$ cat config.mk
export PLATFORM = sky130hd
export DESIGN_NAME = iram_arbiter_flat
export DESIGN_NICKNAME = d
export VERILOG_FILES = /design/src/rtl/iram_arbiter_if.sv /design/src/rtl/iram_arbiter.sv /design/src/flat_wrapper.sv
export SDC_FILE = /design/constraint.sdc
export NUM_CORES = 1
export LEC_CHECK = 0
export ABC_CLOCK_PERIOD_IN_PS = 2009
export BUFFER_PORTS_ARGS = -buffer_cell sky130_fd_sc_hd__buf_2
export CORE_ASPECT_RATIO = 1.1
export CORE_MARGIN = 4
export CORE_UTILIZATION = 41
export CTS_BUF_LIST = sky130_fd_sc_hd__clkbuf_16
export CTS_CLUSTER_SIZE = 25
export DETAILED_ROUTE_END_ITERATION = 7
export PLACE_DENSITY = 0.82
export RECOVER_POWER = 25
export SLEW_MARGIN = 30
export SYNTH_ARGS = -nofsm -noshare
export SYNTH_HDL_FRONTEND = slang
export SYNTH_SLANG_ARGS = --single-unit
$ cat constraint.sdc
create_clock -name clk -period 2.01 [get_ports clk]
set_clock_uncertainty 0.1 [all_clocks]
set_input_delay 0.1005 -clock clk [delete_from_list [all_inputs] [get_ports clk]]
set_output_delay 0.1005 -clock clk [all_outputs]
set_load 0.1 [all_outputs]
$ cat src/rtl/iram_arbiter_if.sv
// Bundle of the fetch port, the load/store port and the RAM macro pins.
// slave: arbiter view; master: core/RAM side view (stimulus, models).
interface iram_arbiter_if #(
  parameter int XLEN     = 32,
  parameter int ADDR_LEN = 14
);
  logic                  i_req;
  logic [ADDR_LEN-1:0]   i_addr;
  logic                  i_gnt;
  logic                  i_rvalid;
  logic [XLEN-1:0]       i_rdata;
  logic                  d_req;
  logic                  d_we;
  logic [XLEN/8-1:0]     d_be;
  logic [ADDR_LEN-1:0]   d_addr;
  logic [XLEN-1:0]       d_wdata;
  logic                  d_gnt;
  logic                  d_rvalid;
  logic [XLEN-1:0]       d_rdata;
  logic                  ram_en;
  logic                  ram_we;
  logic [XLEN/8-1:0]     ram_be;
  logic [ADDR_LEN-3:0]   ram_addr;
  logic [XLEN-1:0]       ram_wdata;
  logic [XLEN-1:0]       ram_rdata;

  modport slave (
    input  i_req, i_addr, d_req, d_we, d_be, d_addr, d_wdata, ram_rdata,
    output i_gnt, i_rvalid, i_rdata, d_gnt, d_rvalid, d_rdata,
           ram_en, ram_we, ram_be, ram_addr, ram_wdata
  );

  modport master (
    output i_req, i_addr, d_req, d_we, d_be, d_addr, d_wdata, ram_rdata,
    input  i_gnt, i_rvalid, i_rdata, d_gnt, d_rvalid, d_rdata,
           ram_en, ram_we, ram_be, ram_addr, ram_wdata
  );
endinterface

$ cat src/rtl/iram_arbiter.sv
// Single-port IRAM sharing between fetch and LSU: data priority with a
// starvation override for fetch, and one-cycle read return to the owner.
`ifndef RAM_BASE_ADDR_UNMASK
`define RAM_BASE_ADDR_UNMASK 32'h0000_1FFF
`endif

module iram_arbiter #(
  parameter int XLEN       = 32,
  parameter int ADDR_LEN   = 14,
  parameter int STARVE_MAX = 4
) (
  input  logic clk,
  input  logic rstb,
  iram_arbiter_if.slave bus
);
  localparam logic [ADDR_LEN-1:0] UNMASK = ADDR_LEN'(`RAM_BASE_ADDR_UNMASK);
  localparam logic [3:0]          SMAX   = 4'(STARVE_MAX);

  logic [3:0]          starve_q, starve_d;
  logic                i_own_q, i_own_d;
  logic                d_own_q, d_own_d;
  logic [XLEN-1:0]     i_hold_q, d_hold_q;
  logic                i_gnt, d_gnt, en;
  logic [ADDR_LEN-1:0] masked;
  logic                unused_addr_lsb;

  // Grants are gated by reset so the RAM stays quiet while rstb is low.
  always_comb begin
    i_gnt = 1'b0;
    d_gnt = 1'b0;
    if (rstb) begin
      if (bus.i_req && (!bus.d_req || starve_q == SMAX)) i_gnt = 1'b1;
      else if (bus.d_req)                                d_gnt = 1'b1;
    end
  end

  assign en              = i_gnt | d_gnt;
  assign masked          = (i_gnt ? bus.i_addr : bus.d_addr) & UNMASK;
  assign unused_addr_lsb = ^masked[1:0];

  always_comb begin
    bus.i_gnt     = i_gnt;
    bus.d_gnt     = d_gnt;
    bus.ram_en    = en;
    bus.ram_we    = d_gnt & bus.d_we;
    bus.ram_be    = d_gnt ? bus.d_be : (i_gnt ? '1 : '0);
    bus.ram_addr  = en ? masked[ADDR_LEN-1:2] : '0;
    bus.ram_wdata = en ? bus.d_wdata : '0;
  end

  always_comb begin
    starve_d = '0;
    if (bus.i_req && !i_gnt) starve_d = (starve_q == SMAX) ? starve_q : starve_q + 4'd1;
    i_own_d  = i_gnt;
    d_own_d  = d_gnt & ~bus.d_we;
  end

  always_ff @(posedge clk or negedge rstb) begin
    if (!rstb) begin
      starve_q <= '0;
      i_own_q  <= 1'b0;
      d_own_q  <= 1'b0;
      i_hold_q <= '0;
      d_hold_q <= '0;
    end else begin
      starve_q <= starve_d;
      i_own_q  <= i_own_d;
      d_own_q  <= d_own_d;
      if (i_own_q) i_hold_q <= bus.ram_rdata;
      if (d_own_q) d_hold_q <= bus.ram_rdata;
    end
  end

  // Owner sees RAM data live on its rvalid cycle, the held copy otherwise.
  assign bus.i_rvalid = i_own_q;
  assign bus.d_rvalid = d_own_q;
  assign bus.i_rdata  = i_own_q ? bus.ram_rdata : i_hold_q;
  assign bus.d_rdata  = d_own_q ? bus.ram_rdata : d_hold_q;
endmodule

$ cat src/flat_wrapper.sv
// flat-port wrapper written by rule: the top's interface ports become plain ports
module iram_arbiter_flat 
#(
  parameter int XLEN       = 32,
  parameter int ADDR_LEN   = 14,
  parameter int STARVE_MAX = 4
)
  (clk, rstb, bus_i_req, bus_i_addr, bus_d_req, bus_d_we, bus_d_be, bus_d_addr, bus_d_wdata, bus_ram_rdata, bus_i_gnt, bus_i_rvalid, bus_i_rdata, bus_d_gnt, bus_d_rvalid, bus_d_rdata, bus_ram_en, bus_ram_we, bus_ram_be, bus_ram_addr, bus_ram_wdata);
  iram_arbiter_if #(.XLEN(XLEN), .ADDR_LEN(ADDR_LEN)) bus_i ();
  input  logic clk;
  input  logic rstb;
  input wire logic [$bits(bus_i.i_req)-1:0] bus_i_req;
  input wire logic [$bits(bus_i.i_addr)-1:0] bus_i_addr;
  input wire logic [$bits(bus_i.d_req)-1:0] bus_d_req;
  input wire logic [$bits(bus_i.d_we)-1:0] bus_d_we;
  input wire logic [$bits(bus_i.d_be)-1:0] bus_d_be;
  input wire logic [$bits(bus_i.d_addr)-1:0] bus_d_addr;
  input wire logic [$bits(bus_i.d_wdata)-1:0] bus_d_wdata;
  input wire logic [$bits(bus_i.ram_rdata)-1:0] bus_ram_rdata;
  output wire logic [$bits(bus_i.i_gnt)-1:0] bus_i_gnt;
  output wire logic [$bits(bus_i.i_rvalid)-1:0] bus_i_rvalid;
  output wire logic [$bits(bus_i.i_rdata)-1:0] bus_i_rdata;
  output wire logic [$bits(bus_i.d_gnt)-1:0] bus_d_gnt;
  output wire logic [$bits(bus_i.d_rvalid)-1:0] bus_d_rvalid;
  output wire logic [$bits(bus_i.d_rdata)-1:0] bus_d_rdata;
  output wire logic [$bits(bus_i.ram_en)-1:0] bus_ram_en;
  output wire logic [$bits(bus_i.ram_we)-1:0] bus_ram_we;
  output wire logic [$bits(bus_i.ram_be)-1:0] bus_ram_be;
  output wire logic [$bits(bus_i.ram_addr)-1:0] bus_ram_addr;
  output wire logic [$bits(bus_i.ram_wdata)-1:0] bus_ram_wdata;
  assign bus_i.i_req = bus_i_req;
  assign bus_i.i_addr = bus_i_addr;
  assign bus_i.d_req = bus_d_req;
  assign bus_i.d_we = bus_d_we;
  assign bus_i.d_be = bus_d_be;
  assign bus_i.d_addr = bus_d_addr;
  assign bus_i.d_wdata = bus_d_wdata;
  assign bus_i.ram_rdata = bus_ram_rdata;
  assign bus_i_gnt = bus_i.i_gnt;
  assign bus_i_rvalid = bus_i.i_rvalid;
  assign bus_i_rdata = bus_i.i_rdata;
  assign bus_d_gnt = bus_i.d_gnt;
  assign bus_d_rvalid = bus_i.d_rvalid;
  assign bus_d_rdata = bus_i.d_rdata;
  assign bus_ram_en = bus_i.ram_en;
  assign bus_ram_we = bus_i.ram_we;
  assign bus_ram_be = bus_i.ram_be;
  assign bus_ram_addr = bus_i.ram_addr;
  assign bus_ram_wdata = bus_i.ram_wdata;
  iram_arbiter #(.XLEN(XLEN), .ADDR_LEN(ADDR_LEN), .STARVE_MAX(STARVE_MAX)) u_core (.clk(clk), .rstb(rstb), .bus(bus_i));
endmodule
==> impl_metrics.json, run 1 <==
{
  "peakVddDrop_mv": 0.786,
  "clkTransAtPathRegs_ps": 60,
  "worstPathArrival_ps": 2100,
  "io_pins": 219,
  "drtIter0Drc": 148,
  "post-route-period-util_pct": 114,
  "critPathMaxFanout": 7,
  "grt_pass1_vias": 3692,
  "maxCapViolCount": 0,
  "critPathKind": "flop to output pin",
  "post-route-drc-count": 0,
  "netlist_area_um2": 3100,
  "worstSkewPairLatency_ps": 330,
  "syn_area_per_cell_um2": 13.4,
  "synth_compound_area_share_pct": 5.53,
  "setup_ws_ps": -286,
  "setup_viol": 20,
  "synthAdderAreaFrac_pct": 0.807,
  "synth-xor-area-share_pct": 0.282,
  "grt.total_usage_pct": 33.1,
  "seq_area_frac_synth_pct": 56.5,
  "dp.final_hpwl_mm": 9.22,
  "slowest_stage": "dfrtp_1",
  "p_per_area_nw_per_um2": 1220,
  "antenna_found_initial": 0,
  "yosysTopAreaCell": "dfrtp_1",
  "synth.area.top_cells": "dfrtp_1 (56%), mux2_2 (22%), and2_1 (6.7%)",
  "synth_fp_nets": 335,
  "ys_warn_count": 0,
  "finalNetCount": 594,
  "outcome": "complete, but fails checks",
  "fin_crit_ps": 2300,
  "synth_top_family_by_area": "multiplexers",
  "via_per_inst": 5.51,
  "crit_chain": "inv_2, ha_4, and3b_4, a211oi_4, buf_4, buf_16, a22o_4, buf_12",
  "hold_viol": 0,
  "synthMuxAreaShare_pct": 23.6,
  "grt_remaining_overflow": 0,
  "max_stage_delay_ps": 420,
  "syn2layout_area_growth_pct": 124,
  "first_pass_iters": 4,
  "die_y_um": 99.2,
  "wl_per_cell_um": 28.9,
  "gp_congestion": 0.742,
  "cts_buffer_depth": 2,
  "fmax_ghz": 0.435,
  "drive_above_1_share_pct": 71.6,
  "synth_cell_types": 28,
  "cts_buffers": 9,
  "grt_pass1_wl_mm": 22.4,
  "stdcell_count": 583,
  "rsz0062_at_grt": "true",
  "synth_top_area_share_pct": 56.5,
  "cp_num_buf_inv": 4,
  "routed_wl_mm": 16.9,
  "diodes": 0,
  "die_w_um": 90.9,
  "grt_max_degree": 49,
  "cp-start-kind": "flop",
  "vias": 3212,
  "core_um2": 7390,
  "violations": "negative setup slack",
  "post-place-cells": 524,
  "synthSimpleGateAreaFrac_pct": 9.84,
  "rows": 33,
  "ys_ff_latch": 70,
  "port_buffers": 211,
  "hold_path.class": "primary input to flop",
  "drv_slew": 0,
  "initial_utilization_pct": 42.0,
  "relSlewSlack_pct": 16.9,
  "crit_family": "buffers and inverters",
  "end_kind": "output pin",
  "tightest_slew_ps": 1250,
  "root_buffer": "clkbuf_16",
  "p_leak_uw": 0.00323,
  "required_ps": 1810,
  "timing.hold.ws_ps": 20.5,
  "tritoncts": "built",
  "ant_nets": 0,
  "netlist_instances": 232,
  "htreeDepth": 3,
  "cts.sinks": 70,
  "fill_cells": 190,
  "die-area_um2": 9020
}
[cell type report]
class                   instances  area [um2]  share of cell area, %
clock inverters                 7        88.8                   1.28
clock buffers                   9         225                   3.24
well taps                      87         109                   1.56
inverters                       4        18.8                  0.270
multi-input cells             142        1430                   20.6
flip-flops and latches         70        1750                   25.2
repair buffers                264        3330                   47.9
[stage by stage]
stage	power (uW)	setup TNS [ps]	cell area (um2)	worst slack (ps)	util [%]
floorplan	4750	-1060	3220	-261	-
global placement	6470	0	6120	35.5	82.7
detailed placement	6580	-111	6120	-29.9	82.7
CTS	8330	-2570	6870	-163	93.0
global route	8690	-4750	6960	-303	94.2
finish	8520	-4270	6960	-286	94.2
[synth_stat cells]
cell       number
o211a_1         1
o2111ai_1       1
a31oi_1         1
buf_4           1
conb_1          1
a22o_1         11
nand2_1         5
nand3b_1        1
nand4_1         1
buf_2           9
a211oi_4        1
xnor2_1         1
ha_1            2
mux2_1          4
buf_6           2
a21oi_1         5
nor2_1          4
inv_1           4
nor2b_1         1
and2_1         33
mux2_2         60
o21ai_0         1
mux2i_1         1
dfrtp_1        70
and3b_4         1
and2b_1         1
nand3_1         5
clkbuf_1        4
[cell families (layout without fill, tap and decap cells)]
| logic type | Yosys count | in the layout |
|---|---|---|
| buffers and inverters | 20 | 284 |
| XOR/XNOR | 1 | 1 |
| multiplexers | 65 | 65 |
| AND/OR/NAND/NOR | 52 | 52 |
| adder cells (fa/ha/maj) | 2 | 2 |
| other | 1 | 1 |
| AO/OA/AOI/OAI | 21 | 21 |
| flip-flops | 70 | 70 |
[where the power goes]
group          switching (uW)  internal [uW]  leakage (uW)
Combinational            3290           1720       0.00224
Clock                     621           1080      0.000150
Sequential                123           1680      0.000835
[worst paths after layout]
| kind | end | cells after the start | slack, ps | from |
|---|---|---|---|---|
| max | bus_ram_addr[2] | 8 | -290 | u_core.starve_q[1]$_DFFE_PN0P_ |
| min | u_core.d_hold_q[26]$_DFF_PN0_ | 2 | 20 | bus_ram_rdata[26] |
| max reg2reg | u_core.starve_q[3]$_DFFE_PN0P_ | 7 | 200 | u_core.starve_q[1]$_DFFE_PN0P_ |
| min reg2reg | u_core.i_hold_q[6]$_DFF_PN0_ | 1 | 440 | u_core.i_hold_q[6]$_DFF_PN0_ |
| max in group asynchronous | u_core.bus.d_rvalid$_DFF_PN0_ | 3 | 300 | rstb |
| min in group asynchronous | u_core.starve_q[1]$_DFFE_PN0P_ | 3 | 250 | rstb |
[layout by cell type (no fill, tap or decap), drive strengths merged]
master	n
and2b	1
nand3	5
nor2	4
clkbuf	10
a22o	11
nor2b	1
conb	1
buf	234
a31oi	1
mux2i	1
a211oi	1
clkinv	4
nand3b	1
dlygate4sd3	29
mux2	64
nand2	5
o21ai	1
a21oi	5
ha	2
o211a	1
inv	3
nand4	1
o2111ai	1
bufinv	2
dfrtp	70
and2	33
xnor2	1
and3b	1
clkinvlp	2
[state kept, by name (all words and copies together), names as in the netlist]
| register | flops |
|---|---|
| u_core.d_hold_q | 32 |
| u_core.starve_q | 4 |
| u_core.bus.i_rvalid | 1 |
| u_core.bus.d_rvalid | 1 |
| u_core.i_hold_q | 32 |
[routing by layer]
layer | wire, um | track usage [%]
met5 | 0 | 0
met4 | 1010 | 16.8
met3 | 1330 | 8.77
met2 | 9020 | 62.3
met1 | 5490 | 33.4
[what timing repair did]
action | 4_1_cts | 5_1_grt
gates resized for setup | 9 | 21
setup endpoints to repair | 18 | 50
pin swaps | 14 | 7
hold buffers | 29 | 0
hold endpoints to repair | 117 | 0
cloned | 2 | 0
setup buffers | 7 | 6
No activity file was read; power rests on OpenSTA's default activity.
==> inputs of run 2 (changes only) <==
Settings changed: CORE_ASPECT_RATIO 1.1 to not set, SETUP_SLACK_MARGIN set to 0.15.
==> run 2 against run 1 <==
  * The flow now stops in 4_1_cts
  * Area after synthesis is the same
  * Synthesized cell count did not move
==> impl_metrics.json, run 2 <==
{
  "post-place-cells": 539,
  "syn_area_per_cell_um2": 13.4,
  "root_buffer": "clkbuf_16",
  "ys_warn_count": 0,
  "rows": 31,
  "outcome": "aborted with a tool error",
  "async_flop_share_pct": 100,
  "ctsResizeCount": 8,
  "ys.flop_type": "dfrtp_1",
  "seq_area_frac_synth_pct": 56.5,
  "yosysTopAreaCell": "dfrtp_1",
  "place_area_um2": 6400,
  "cts_buffer_depth": 2,
  "ys_ff_latch": 70,
  "cts_buffers": 9,
  "synth_common_cells": "dfrtp_1 (70), mux2_2 (60), and2_1 (33)",
  "netlist_area_um2": 3100,
  "synth_fp_nets": 335,
  "htreeDepth": 3,
  "cts.sinks": 70,
  "io_pins": 219,
  "synth.area.top_cells": "dfrtp_1 (56%), mux2_2 (22%), and2_1 (6.7%)",
  "post-cts-setup-buffer-count": 16,
  "die_w_um": 95.0,
  "initial_utilization_pct": 42.5,
  "gp_congestion": 0.727,
  "synth_cell_types": 28,
  "stop_stage": "4_1_cts",
  "dp.final_hpwl_mm": 9.84,
  "netlist_instances": 232,
  "die_y_um": 95.0,
  "postCtsHoldBufs": 33,
  "synth_top_area_share_pct": 56.5,
  "synth-edff-count": 0,
  "port_buffers": 211,
  "first-error": "[ERROR DPL-0033] detailed placement checks failed during check placement.",
  "pre_cts_slack_ps": -64.1,
  "yosysMostFrequentCell": "dfrtp_1"
}
## run 2: cell counts after synthesis
Identical to the previous run, type by type.
## run 2: kinds of logic after synthesis
family | count (synthesis) | synth area share (%)
xor gates and xnor gates | 1 | 0.282
and+or+nand+nor | 52 | 9.84
AOI/OAI and AO/OA | 21 | 5.53
DFF | 70 | 56.5
other | 1 | 0.121
muxes | 65 | 23.6
adders and majority gates | 2 | 0.807
buffers and inverters | 20 | 3.39
## run 2: through the flow
stage | setup TNS [ps] | hold WS (ps)
after floorplan | 0 | -295
after detailed placement | -713 | -114
after global placement | 0 | -110
==> inputs of run 3 (changes only) <==
Settings changed: CORE_UTILIZATION 41 to 40, CTS_BUF_LIST sky130_fd_sc_hd__clkbuf_16 to not set, CTS_CLUSTER_SIZE 25 to not set, PLACE_DENSITY 0.82 to not set, PLACE_DENSITY_LB_ADDON set to 0.15, SETUP_SLACK_MARGIN 0.15 to not set.
==> run 3 against run 2 <==
  * The flow now finishes, with violations (negative setup slack)
==> impl_metrics.json, run 3 (synthesis results as in run 1) <==
{
  "outcome": "complete, but fails checks",
  "violations": "negative setup slack",
  "io_pins": 219,
  "required_ps": 1810,
  "p_per_area_nw_per_um2": 1150,
  "root_buffer": "clkbuf_8",
  "crit_cells": 8,
  "initial_utilization_pct": 41.9,
  "hold_path.class": "primary input to flop",
  "grt_max_degree": 66,
  "drtIter0Drc": 230,
  "fin_total_pwr_uw": 7850,
  "crit_family": "buffers and inverters",
  "grt_pass1_vias": 3624,
  "vias": 3104,
  "cp_num_buf_inv": 4,
  "syn2layout_area_growth_pct": 120,
  "port_buffers": 211,
  "swShare_pct": 49.6,
  "relSlewSlack_pct": 46.9,
  "cp-start-kind": "flop",
  "reg2reg_to": "u_core.bus.d_rvalid$_DFF_PN0_",
  "grt_pass1_wl_mm": 20.0,
  "rsz0062_at_grt": "true",
  "r2r_start": "u_core.starve_q[0]$_DFFE_PN0P_",
  "final.setup.tns_ps": -3550,
  "antenna_found_initial": 0,
  "fill_cells": 236,
  "setup_ws_ps": -242,
  "drive_above_1_share_pct": 69.3,
  "die_y_um": 96.1,
  "setup_viol": 18,
  "wl_per_cell_um": 24.1,
  "p_seq_share_pct": 22.8,
  "post-route-period-util_pct": 112,
  "fmax_ghz": 0.444,
  "clkTransAtPathRegs_ps": 80,
  "hold_viol": 0,
  "ant_nets": 0,
  "worstHoldEndpoint": "u_core.starve_q[0]$_DFFE_PN0P_",
  "worstPathArrival_ps": 2050,
  "dp.final_hpwl_mm": 8.89,
  "holdPathStages": 3,
  "tightest_slew_ps": 796,
  "internal_power_uw": 3960,
  "cts.sinks": 70,
  "crit_chain": "inv_2, ha_4, and3b_4, a211oi_4, buf_4, buf_8, a22o_4, buf_12",
  "die_w_um": 96.1,
  "fin_crit_ps": 2250,
  "core_um2": 7410,
  "finalNetCount": 597,
  "first_pass_iters": 4,
  "ff2ff_setup_slack_ps": 180,
  "grt.total_usage_pct": 29.6,
  "maxCapViolCount": 0,
  "slowest_stage": "dfrtp_1",
  "top_regs": "u_core.d_hold_q (32), u_core.i_hold_q (32), u_core.starve_q (4)",
  "peakVddDrop_mv": 0.745,
  "worstSkewPairLatency_ps": 340,
  "p_comb_share_pct": 62.7,
  "grt_remaining_overflow": 0,
  "routed_wl_mm": 14.4,
  "max_stage_delay_ps": 430,
  "p_leak_uw": 0.00316,
  "end_kind": "output pin",
  "critPathMaxFanout": 7,
  "p_clk_share_pct": 14.5,
  "diodes": 0,
  "final_util_pct": 92.2,
  "final_cell_mix": "buf_12 (117), buf_2 (96), dfrtp_1 (68)",
  "gp_congestion": 0.749,
  "hold_start": "bus_d_req",
  "p_sw_uw": 3890,
  "post-route-drc-count": 0,
  "tritoncts": "built",
  "critPathKind": "flop to output pin",
  "drv_slew": 0,
  "via_per_inst": 5.20,
  "rows": 31,
  "htreeDepth": 3,
  "cts_buffers": 9,
  "worstRegToRegCells": 8,
  "cts_buffer_depth": 2,
  "die-area_um2": 9230,
  "final_common_cell": "buf_12"
}
-- run 3: tightest hold or removal path, stage by stage --
cell and delay [ps]:
buf_2 170, nand4_1 100, nand3_1 70
-- run 3: layout make-up --
class	count	area, um2	share of cell area (%)
inverter	4	15.0	0.220
multi-input combinational	143	1420	20.8
clock inverter	6	71.3	1.04
sequential	70	1750	25.7
tap	99	124	1.81
clock buffer	9	124	1.81
timing repair buffer	266	3320	48.7
-- run 3: layer usage --
metal,wire length [um],up-vias,GRT usage (%)
met5,0,-,0
li1,-,1325,-
met1,4590,1506,30.5
met3,1470,45,10.6
met4,462,0,12.2
met2,7900,228,54.1
-- run 3: how the worst max path moves through the flow --
stage                                         from          endpoint
floorplan           u_core.starve_q[0]$_DFFE_PN0P_     bus_ram_be[0]
global placement    u_core.starve_q[0]$_DFFE_PN0P_  bus_ram_addr[10]
detailed placement  u_core.starve_q[0]$_DFFE_PN0P_   bus_ram_addr[0]
CTS                 u_core.starve_q[0]$_DFFE_PN0P_   bus_ram_addr[7]
global route        u_core.starve_q[0]$_DFFE_PN0P_        bus_ram_we
finish              u_core.starve_q[0]$_DFFE_PN0P_   bus_ram_addr[7]
-- run 3: power groups by stage --
stage / sequential (uW) / clock [uW] / combinational [uW]
detailed placement: 1800 / 0 / 4770
global placement: 1770 / 0 / 4710
finish: 1790 / 1140 / 4920
global route: 1810 / 1210 / 5020
floorplan: 1770 / 0 / 2980
CTS: 1770 / 1130 / 4870
-- run 3: metrics by stage --
stage	cell area [um2]	hold slack [ps]	setup slack [ps]	cells
global placement	6130	-133	-3.33	534
finish	6830	54.6	-242	597
floorplan	3220	-295	-261	232
CTS	6800	14.7	-123	591
global route	6830	60.6	-268	597
detailed placement	6130	-129	-117	534
-- run 3: repair_timing --
| item | CTS | global route |
|---|---|---|
| hold buffers | 35 | 0 |
| cloned | 1 | 1 |
| endpoints found under the setup margin | 18 | 18 |
| gates resized for setup | 13 | 4 |
| setup buffers | 6 | 7 |
| pin swaps | 2 | 1 |
| endpoints found under the hold margin | 70 | 0 |
